`src/rtl/ex_stage_pkg.sv`:
```
// Shared definitions for the execute stage: ALU opcodes, pipeline word layouts and widths.
package ex_stage_pkg;

    localparam int IDEX_W  = 121;
    localparam int EXMEM_W = 75;

    localparam logic [4:0] ZERO_REG_DEFAULT = 5'd0;

    localparam logic [3:0] ALU_AND = 4'b0000;
    localparam logic [3:0] ALU_OR  = 4'b0001;
    localparam logic [3:0] ALU_ADD = 4'b0010;
    localparam logic [3:0] ALU_XOR = 4'b0011;
    localparam logic [3:0] ALU_SUB = 4'b0110;
    localparam logic [3:0] ALU_SLT = 4'b0111;
    localparam logic [3:0] ALU_SLL = 4'b1000;
    localparam logic [3:0] ALU_SRL = 4'b1001;
    localparam logic [3:0] ALU_SRA = 4'b1010;
    localparam logic [3:0] ALU_NOR = 4'b1100;

    // ID/EX field offsets (LSB) and widths
    localparam int IDEX_REG_WR_OFF     = 0;
    localparam int IDEX_ALU_SRC_OFF    = 1;
    localparam int IDEX_MEM_WR_OFF     = 2;
    localparam int IDEX_MEM_TO_RGS_OFF = 3;
    localparam int IDEX_MEM_RD_OFF     = 4;
    localparam int IDEX_BRNCH_OFF      = 5;
    localparam int IDEX_ALU_OP_OFF     = 6;
    localparam int IDEX_ALU_OP_W       = 4;
    localparam int IDEX_RDB_OFF        = 10;
    localparam int IDEX_RDA_OFF        = 42;
    localparam int IDEX_IM_GEN_OFF     = 74;
    localparam int IDEX_WA_OFF         = 106;
    localparam int IDEX_RB_OFF         = 111;
    localparam int IDEX_RA_OFF         = 116;
    localparam int DATA_W              = 32;
    localparam int REG_IDX_W           = 5;

    // EX/MEM field offsets (LSB)
    localparam int EXMEM_REG_WR_OFF     = 0;
    localparam int EXMEM_MEM_TO_RGS_OFF = 1;
    localparam int EXMEM_MEM_RD_OFF     = 2;
    localparam int EXMEM_MEM_WR_OFF     = 3;
    localparam int EXMEM_BRNCH_OFF      = 4;
    localparam int EXMEM_ZERO_OFF       = 5;
    localparam int EXMEM_CTRL_W         = 6;
    localparam int EXMEM_WA_OFF         = 6;
    localparam int EXMEM_WDAT_OFF       = 11;
    localparam int EXMEM_ALU_RES_OFF    = 43;

    // Struct members are listed MSB first so they overlay the offsets above.
    typedef struct packed {
        logic [4:0]  ra;
        logic [4:0]  rb;
        logic [4:0]  wa;
        logic [31:0] im_gen;
        logic [31:0] rda;
        logic [31:0] rdb;
        logic [3:0]  alu_op;
        logic        brnch;
        logic        mem_rd;
        logic        mem_to_rgs;
        logic        mem_wr;
        logic        alu_src;
        logic        reg_wr;
    } idex_t;

    typedef struct packed {
        logic [31:0] alu_res;
        logic [31:0] wdat;
        logic [4:0]  wa;
        logic        zero;
        logic        brnch;
        logic        mem_wr;
        logic        mem_rd;
        logic        mem_to_rgs;
        logic        reg_wr;
    } exmem_t;

endpackage

```
`src/rtl/ex_alu.sv`:
```
// Combinational 32-bit ALU for the execute stage; unknown opcodes yield 0.
module ex_alu
    import ex_stage_pkg::*;
(
    input  logic [31:0] a,
    input  logic [31:0] b,
    input  logic [3:0]  alu_op,
    output logic [31:0] res,
    output logic        zero
);

    logic [4:0] shamt;
    assign shamt = b[4:0];

    always_comb begin
        res = 32'd0;
        case (alu_op)
            ALU_AND: res = a & b;
            ALU_OR:  res = a | b;
            ALU_ADD: res = a + b;
            ALU_XOR: res = a ^ b;
            ALU_SUB: res = a - b;
            ALU_SLT: res = ($signed(a) < $signed(b)) ? 32'd1 : 32'd0;
            ALU_SLL: res = a << shamt;
            ALU_SRL: res = a >> shamt;
            ALU_SRA: res = $unsigned($signed(a) >>> shamt);
            ALU_NOR: res = ~(a | b);
            default: res = 32'd0;
        endcase
    end

    assign zero = (res == 32'd0);

endmodule

```
`src/rtl/ex_stage.sv`:
```
// Execute stage: operand forwarding, ALU and the EX/MEM pipeline register.
// Forwarding from the fw1/fw2 taps is compiled in only when EX_FWD_EN is defined.
module ex_stage
    import ex_stage_pkg::*;
#(
    parameter logic [4:0] ZERO_REG = ZERO_REG_DEFAULT
) (
    input  logic                 clock,
    input  logic                 reset,
    input  logic [IDEX_W-1:0]    idex_reg,
    input  logic                 stall,
    input  logic                 flush,
    input  logic                 fw1_we,
    input  logic [4:0]           fw1_wa,
    input  logic [31:0]          fw1_dat,
    input  logic                 fw2_we,
    input  logic [4:0]           fw2_wa,
    input  logic [31:0]          fw2_dat,
    output logic [EXMEM_W-1:0]   exmem_reg,
    output logic                 br_taken
);

    idex_t       idex;
    exmem_t      exmem_next;
    logic [31:0] op_a;
    logic [31:0] op_b;
    logic [31:0] rb_val;
    logic [31:0] alu_res;
    logic        alu_zero;

    assign idex = idex_t'(idex_reg);

`ifdef EX_FWD_EN
    // The older MEM/WB value is only used when the younger EX/MEM tap misses.
    function automatic logic [31:0] fwd(
        input logic [4:0]  r,
        input logic [31:0] d,
        input logic        we1,
        input logic [4:0]  wa1,
        input logic [31:0] dat1,
        input logic        we2,
        input logic [4:0]  wa2,
        input logic [31:0] dat2
    );
        if (we1 && (wa1 == r) && (r != ZERO_REG))
            return dat1;
        else if (we2 && (wa2 == r) && (r != ZERO_REG))
            return dat2;
        else
            return d;
    endfunction

    assign op_a   = fwd(idex.ra, idex.rda, fw1_we, fw1_wa, fw1_dat, fw2_we, fw2_wa, fw2_dat);
    assign rb_val = fwd(idex.rb, idex.rdb, fw1_we, fw1_wa, fw1_dat, fw2_we, fw2_wa, fw2_dat);
`else
    logic unused_fw;
    assign unused_fw = ^{fw1_we, fw1_wa, fw1_dat, fw2_we, fw2_wa, fw2_dat, ZERO_REG};
    assign op_a      = idex.rda;
    assign rb_val    = idex.rdb;
`endif

    assign op_b = idex.alu_src ? idex.im_gen : rb_val;

    ex_alu u_alu (
        .a      (op_a),
        .b      (op_b),
        .alu_op (idex.alu_op),
        .res    (alu_res),
        .zero   (alu_zero)
    );

    always_comb begin
        exmem_next            = '0;
        exmem_next.alu_res    = alu_res;
        exmem_next.wdat       = rb_val;
        exmem_next.wa         = idex.wa;
        exmem_next.zero       = alu_zero;
        exmem_next.brnch      = idex.brnch;
        exmem_next.mem_wr     = idex.mem_wr;
        exmem_next.mem_rd     = idex.mem_rd;
        exmem_next.mem_to_rgs = idex.mem_to_rgs;
        exmem_next.reg_wr     = idex.reg_wr;
    end

    // A flush only needs to kill the control bits; data fields simply keep their old value.
    always_ff @(posedge clock or negedge reset) begin
        if (!reset) begin
            exmem_reg <= '0;
            br_taken  <= 1'b0;
        end else if (flush) begin
            exmem_reg[EXMEM_CTRL_W-1:0] <= '0;
            br_taken                    <= 1'b0;
        end else if (!stall) begin
            exmem_reg <= exmem_next;
            br_taken  <= idex.brnch & alu_zero;
        end
    end

endmodule

```
`config.mk`:
```
export PLATFORM = sky130hd
export DESIGN_NAME = ex_stage
export DESIGN_NICKNAME = d
export VERILOG_FILES = /design/src/rtl/ex_stage_pkg.sv /design/src/rtl/ex_alu.sv /design/src/rtl/ex_stage.sv
export SDC_FILE = /design/constraint.sdc
export NUM_CORES = 1
export LEC_CHECK = 0
export CAP_MARGIN = 20
export CORE_ASPECT_RATIO = 0.5
export CORE_MARGIN = 3
export CORE_UTILIZATION = 40
export CTS_CLUSTER_DIAMETER = 120
export DETAILED_ROUTE_END_ITERATION = 6
export PLACE_DENSITY_LB_ADDON = 0.2
export RECOVER_POWER = 25
export SLEW_MARGIN = 20
export SYNTH_ARGS = -nofsm -noshare
export SYNTH_HDL_FRONTEND = slang
export SYNTH_SLANG_ARGS = --single-unit
```
`constraint.sdc`:
```
create_clock -name clock -period 0.9 [get_ports clock]
set_input_delay 0.18 -clock clock [delete_from_list [all_inputs] [get_ports clock]]
set_output_delay 0.18 -clock clock [all_outputs]
set_load 0.02 [all_outputs]
```
## After elaboration in Yosys (flattened, before gate mapping)

Index checks and enable logic that the tools add are counted.

| word-level totals | value |
|---|---|
| output and inout port bits | 76 |
| latch bits | 0 |
| memory bits (writable) | 0 |
| input bits | 201 |
| ROM bits | 0 |
| memories kept | 0 |
| word-level logic and storage cells | 36 |
| register bits | 76 |

| operators by class | value |
|---|---|
| $mul | 0 |
| reduce and logical (&&, ||, !) cells | 3 |
| add/sub/neg operators | 2 |
| bitwise operators | 7 |
| shift-type cells | 3 |
| multiplexer cells | 7 |
| equal/unequal tests | 10 |
| div/mod/pow operators | 0 |
| magnitude comparators | 1 |

Operators with widths:

| cell | count |
|---|---|
| $pmux W32 S10 | 1 |
| $add A32 B32 Y32 | 1 |
| $and A32 B32 Y32 | 1 |
| $logic_not A32 Y1 | 1 |
| $lt A32 B32 Y1 | 1 |
| $mux W32 | 1 |
| $not A32 Y32 | 1 |
| $or A32 B32 Y32 | 1 |
| $shl A32 B5 Y32 | 1 |
| $shr A32 B5 Y32 | 1 |
| $sshr A32 B5 Y32 | 1 |
| $sub A32 B32 Y32 | 1 |
| $xor A32 B32 Y32 | 1 |
| $eq A4 B4 Y1 const B | 4 |
| $mux W6 | 2 |
| $eq A4 B2 Y1 const B | 2 |
| $eq A4 B3 Y1 const B | 2 |
| $eq A4 B1 Y1 const B | 1 |
| $logic_not A4 Y1 | 1 |
| $mux W1 | 3 |
| $ne A2 B1 Y1 const B | 1 |
| $not A1 Y1 | 2 |
| $reduce_and A2 Y1 | 1 |
| $and A1 B1 Y1 | 1 |

## Logic depth before layout (Yosys ltp)

| depth | value |
|---|---|
| word-level depth | 8 |
| depth in mapped cells | 21 |
| mapped depth without buffers | 16 |

## Modules after synthesis

From an unflattened synthesis, not the netlist that was laid out.

| unflattened totals | value |
|---|---|
| cells, all modules | 1667 |
| area total of the unflattened synthesis | 13845.8 um^2 |

Modules (own cells, without submodules):

| module | cells an instance | instances | area each (um^2) | seq. area each (um^2) |
|---|---|---|---|---|
| ex_alu | 1461 | 1 | 10540.1 | 0.0 |
| ex_stage | 206 | 1 | 3305.7 | 1901.8 |

## Least setup slack after synthesis

OpenSTA, ideal clock, no wires.

| timing | value |
|---|---|
| path type | input to register |
| start point | input port idex_reg[1] |
| end point | register br_taken |
| setup time | 95 ps |
| data required time | 805 ps |
| cell stages on the path | 19 |
| slack | -3835 ps |
| data arrival time | 4640 ps |
| buffers on the path | 7 |
| cell sequence | buf_6 buf_2 mux2i_1 buf_2 buf_1 clkbuf_1 buf_2 ha_1 buf_2 or4_1 a211oi_2 nand3b_1 a21boi_1 a221o_1 a2111oi_0 nand4_1 nor4_1 nand4_1 o31ai_1 |

| on the way | value |
|---|---|
| word-level cells in the longest chain between the ends | 8 |
| elaborated cells on any way between the ends | 17 |
| those cells by class | 2 x add/sub; 1 x order compare; 3 x shift; 5 x mux; 5 x bitwise; 1 x reduce/logical |

RTL lines:

| item | RTL line | text |
|---|---|---|
| from (decl) | ex_stage.sv:10 | `input logic [IDEX_W-1:0] idex_reg,` |
| $mux W32 (*) | ex_stage.sv:62 | `assign op_b = idex.alu_src ? idex.im_gen : rb_val;` |
| $lt A32 B32 Y1 or $or A32 B32 Y32 (tied branches) | ex_alu.sv:23, ex_alu.sv:19, ex_alu.sv:27 |  |
| $mux W1 or $not A32 Y32 (tied branches) | ex_alu.sv:23, ex_alu.sv:27 |  |
| $pmux W32 S10 (*) | ex_alu.sv:17 | `case (alu_op)` |
| $logic_not A32 Y1 (*) | ex_alu.sv:32 | `assign zero = (res == 32'd0);` |
| $and A1 B1 Y1 (*) | ex_stage.sv:95 | `br_taken <= idex.brnch & alu_zero;` |
| $mux W1 (*) | ex_stage.sv:93 | `end else if (!stall) begin` |
| $mux W1 (*) | ex_stage.sv:90 | `end else if (flush) begin` |
| to (signal assigned) | ex_stage.sv:95 |  |
| to (decl) | ex_stage.sv:20 | `output logic br_taken` |

Every way passes the cells marked *; elsewhere a longest branch is shown, timed or not. The select of a mux whose other input is x is not followed.
A chain may end at the register's enable or synchronous reset.

## Final worst setup path

Same ends and word-level chain as after synthesis.

==> impl_metrics.json <==
{
  "pwr_density_cell_nw_per_um2": 1150,
  "dp_hpwl_um": 74600,
  "crit_fanout": 4,
  "coreArea_um2": 33500,
  "setup_viol": 181,
  "synth_area_um2": 13800,
  "drt_pass1_iterations": 7,
  "min_period_over_period_pct": 454,
  "syn_to_final_growth_pct": 82.3,
  "rsz0062_at_grt": "yes",
  "vias_per_cell": 6.54,
  "p_sw_mw": 13.1,
  "post-place-ws_ns": -4.06,
  "max_stage_delay_ns": 0.46,
  "finalHoldViolations": 0,
  "overflow": 0,
  "slew_headroom_pct": 33.0,
  "root_buffer": "clkbuf_16",
  "drt_iter0_markers": 3528,
  "grt_max_degree": 46,
  "layout_setup_ws_ns": -3.19,
  "clock_latency_ns": 0.33,
  "cts_buffers": 9,
  "clock_sinks": 76,
  "leakage_nw": 11.6,
  "worstPathArrival_ns": 4.33,
  "start_kind": "input port",
  "layout.nets": 3159,
  "fillers": 2452,
  "ys_types": 95,
  "critical_path_class": "in -> reg",
  "cts_tree": "yes",
  "drive_gt1_share_pct": 45.6,
  "yosys.area.top_type": "dfrtp_1",
  "violations": "negative setup slack",
  "insertedDiodeCount": 0,
  "die_x_um": 269,
  "yosysWarnings": 0,
  "synth_cells": 1906,
  "route.detailed.drc": 0,
  "p_sw_share_pct": 45.3,
  "grt_pass1_vias": 20000,
  "status": "finished, violations left",
  "synth_ff_type": "dfrtp_1",
  "rows": 47,
  "finClkSkew_ns": 0,
  "wl_um": 95800,
  "slew_violations": 0,
  "io_buffers": 190,
  "die_h_um": 137,
  "synth_top_area_share_pct": 13.8,
  "initial_utilization_pct": 41.2,
  "worstPathCellList": "buf_12 -> mux2i_4 -> buf_12 -> inv_8 -> ha_4 -> fa_2 -> o21ba_4 -> or4_4 -> a211oi_4 -> buf_4 -> nand3b_1 -> a21boi_2 -> a221o_1 -> a2111oi_4 -> nand4_1 -> nor4_4 -> nand4_1 -> o31ai_2",
  "io_pins": 277,
  "largest_reg_flops": 75,
  "async_flop_share_pct": 100,
  "finalPower_mw": 28.9,
  "worst_pin_slew_ns": 1.00,
  "syn_avg_cell_area_um2": 7.24,
  "vias": 21600,
  "combPwrFrac_pct": 72.0,
  "syn-num-nets": 2207,
  "internal-power_mw": 15.8,
  "synthTopCellsByArea": "dfrtp_1, ha_1, nand2_1, mux2i_1, a21oi_1",
  "die_area_um2": 36900,
  "power_frac_seq_pct": 14.9,
  "grt_usage_pct": 49.0,
  "cp-end-kind": "flop",
  "clockPowerShare_pct": 13.1,
  "grt_pass1_wl_um": 133000,
  "ys_seq_area_share_pct": 13.8,
  "clockBufferDepth": 2,
  "critPathRequiredTime_ns": 1.14,
  "htreeDepth": 3,
  "wl_per_cell_um": 29.0,
  "ant_nets": 0,
  "ir_drop_v": 0.000861,
  "grt_antenna_before_repair": 4,
  "synth_seq_cells": 76,
  "critPathSlowestCell": "or4_4",
  "path_clk_slew_ns": 0.06,
  "worst_hold_path_type": "in -> reg",
  "synth_edf_count": 0,
  "maxCapViolations": 0,
  "final.min_clock_period_ns": 4.09,
  "fmax_mhz": 245,
  "layout_common_cells": "buf_4, nand2_1, nor2_1, buf_6, mux2i_1",
  "gp_congestion": 1.12,
  "final_common_cell": "buf_4"
}
## routing by layer
| layer | global-route usage, % | vias up | wire [um] |
|---|---|---|---|
| met5 | 2.16 | - | 135 |
| met1 | 66.6 | 10400 | 37800 |
| met3 | 24.8 | 342 | 17200 |
| li1 | - | 9100 | - |
| met2 | 65.3 | 1771 | 36500 |
| met4 | 17.3 | 6 | 4170 |
## layout make-up
type,instances,area [um^2],share of cell area (%)
Timing Repair Buffer,1091,9420,37.5
Multi-Input combinational cell,1580,12600,50.0
Tap cell,441,552,2.19
Clock buffer,9,225,0.895
Sequential cell,76,1900,7.56
Inverter,100,387,1.54
Clock inverter,7,82.6,0.328
## cells in the mapped netlist, types with 9 or more instances
cell and n:
nor4_1 21, clkbuf_1 97, nor2_1 148, o211ai_1 37
o21ai_0 99, or2_2 9, dfrtp_1 76, or3_1 11
a221o_1 15, o21bai_1 10, a222oi_1 10, inv_1 96
ha_1 98, o221ai_1 20, o22ai_1 28, nand3_1 42
nand2_1 302, a21oi_1 120, a221oi_1 26, buf_1 14
o31ai_1 16, a22oi_1 40, mux2i_1 111, nand4_1 28
buf_2 31, nor3_1 36, a211oi_1 35, mux4_2 22
a2111oi_0 9, a21o_1 9, a22o_1 17, nand2b_1 20
xnor2_1 16, nor2b_1 13, and3_1 10, a31oi_1 23
## through the flow
stage / TNS [ns] / area [um^2] / instances / hold slack (ns) / utilization (%)
5_1_grt: -99.48 / 25200 / 3304 / 0.182 / 75.0
6_report: -94.12 / 25200 / 3304 / 0.191 / 75.0
3_5_place_dp: -148.11 / 22000 / 3169 / 0.0748 / 65.5
4_1_cts: -85.39 / 24400 / 3265 / 0.229 / 72.9
2_1_floorplan: -87.30 / 14300 / 1906 / -0.116 / -
3_3_place_gp: -144.45 / 22000 / 3169 / 0.0726 / 65.5
## timing repair
action,in CTS,in global routing
setup buffers,82,46
endpoints found under the hold margin,21,0
resized for setup,778,91
setup endpoints to repair,152,150
gates cloned,4,1
pin swaps,94,37
hold buffers,1,0
## logic make-up after synthesis
group / count (synthesis) / synth area share, %
xor gates and xnor gates: 20 / 1.27
DFF: 76 / 13.8
AOI/OAI and AO/OA: 621 / 31.9
muxes: 148 / 13.3
and+or+nand+nor: 691 / 23.1
buffers and inverters: 250 / 7.47
adders and majority gates: 100 / 9.18
## path summary, 6_finish.rpt
path                               start             to  slack, ns  cells past startpoint
min                                flush   exmem_reg[2]       0.19                      2
min in group asynchronous          reset  exmem_reg[70]       0.39                      2
max in group asynchronous          reset  exmem_reg[11]      -0.07                      3
min reg2reg                exmem_reg[10]  exmem_reg[10]       0.50                      2
max reg2reg                exmem_reg[45]  exmem_reg[45]      -0.13                      3
max                          idex_reg[1]       br_taken      -3.19                     18
## critical path: cells and delay by family
kind / cells / cell delay, ns
multiplexers: 1 / 0.23
AO/OA/AOI/OAI: 6 / 1.62
buffers and inverters: 4 / 0.44
AND/OR/NAND/NOR: 5 / 1.32
adder cells (fa/ha/maj): 2 / 0.51
## power by group through the flow
stage	clock [mW]	combinational [mW]	sequential [mW]
after floorplan	0	6.89	4.80
after global placement	0	16.7	4.20
after detailed placement	0	16.9	4.22
after CTS	3.76	18.9	4.25
after global routing	3.96	21.3	4.34
final	3.78	20.8	4.30
(Power assumes the default switching activity.)
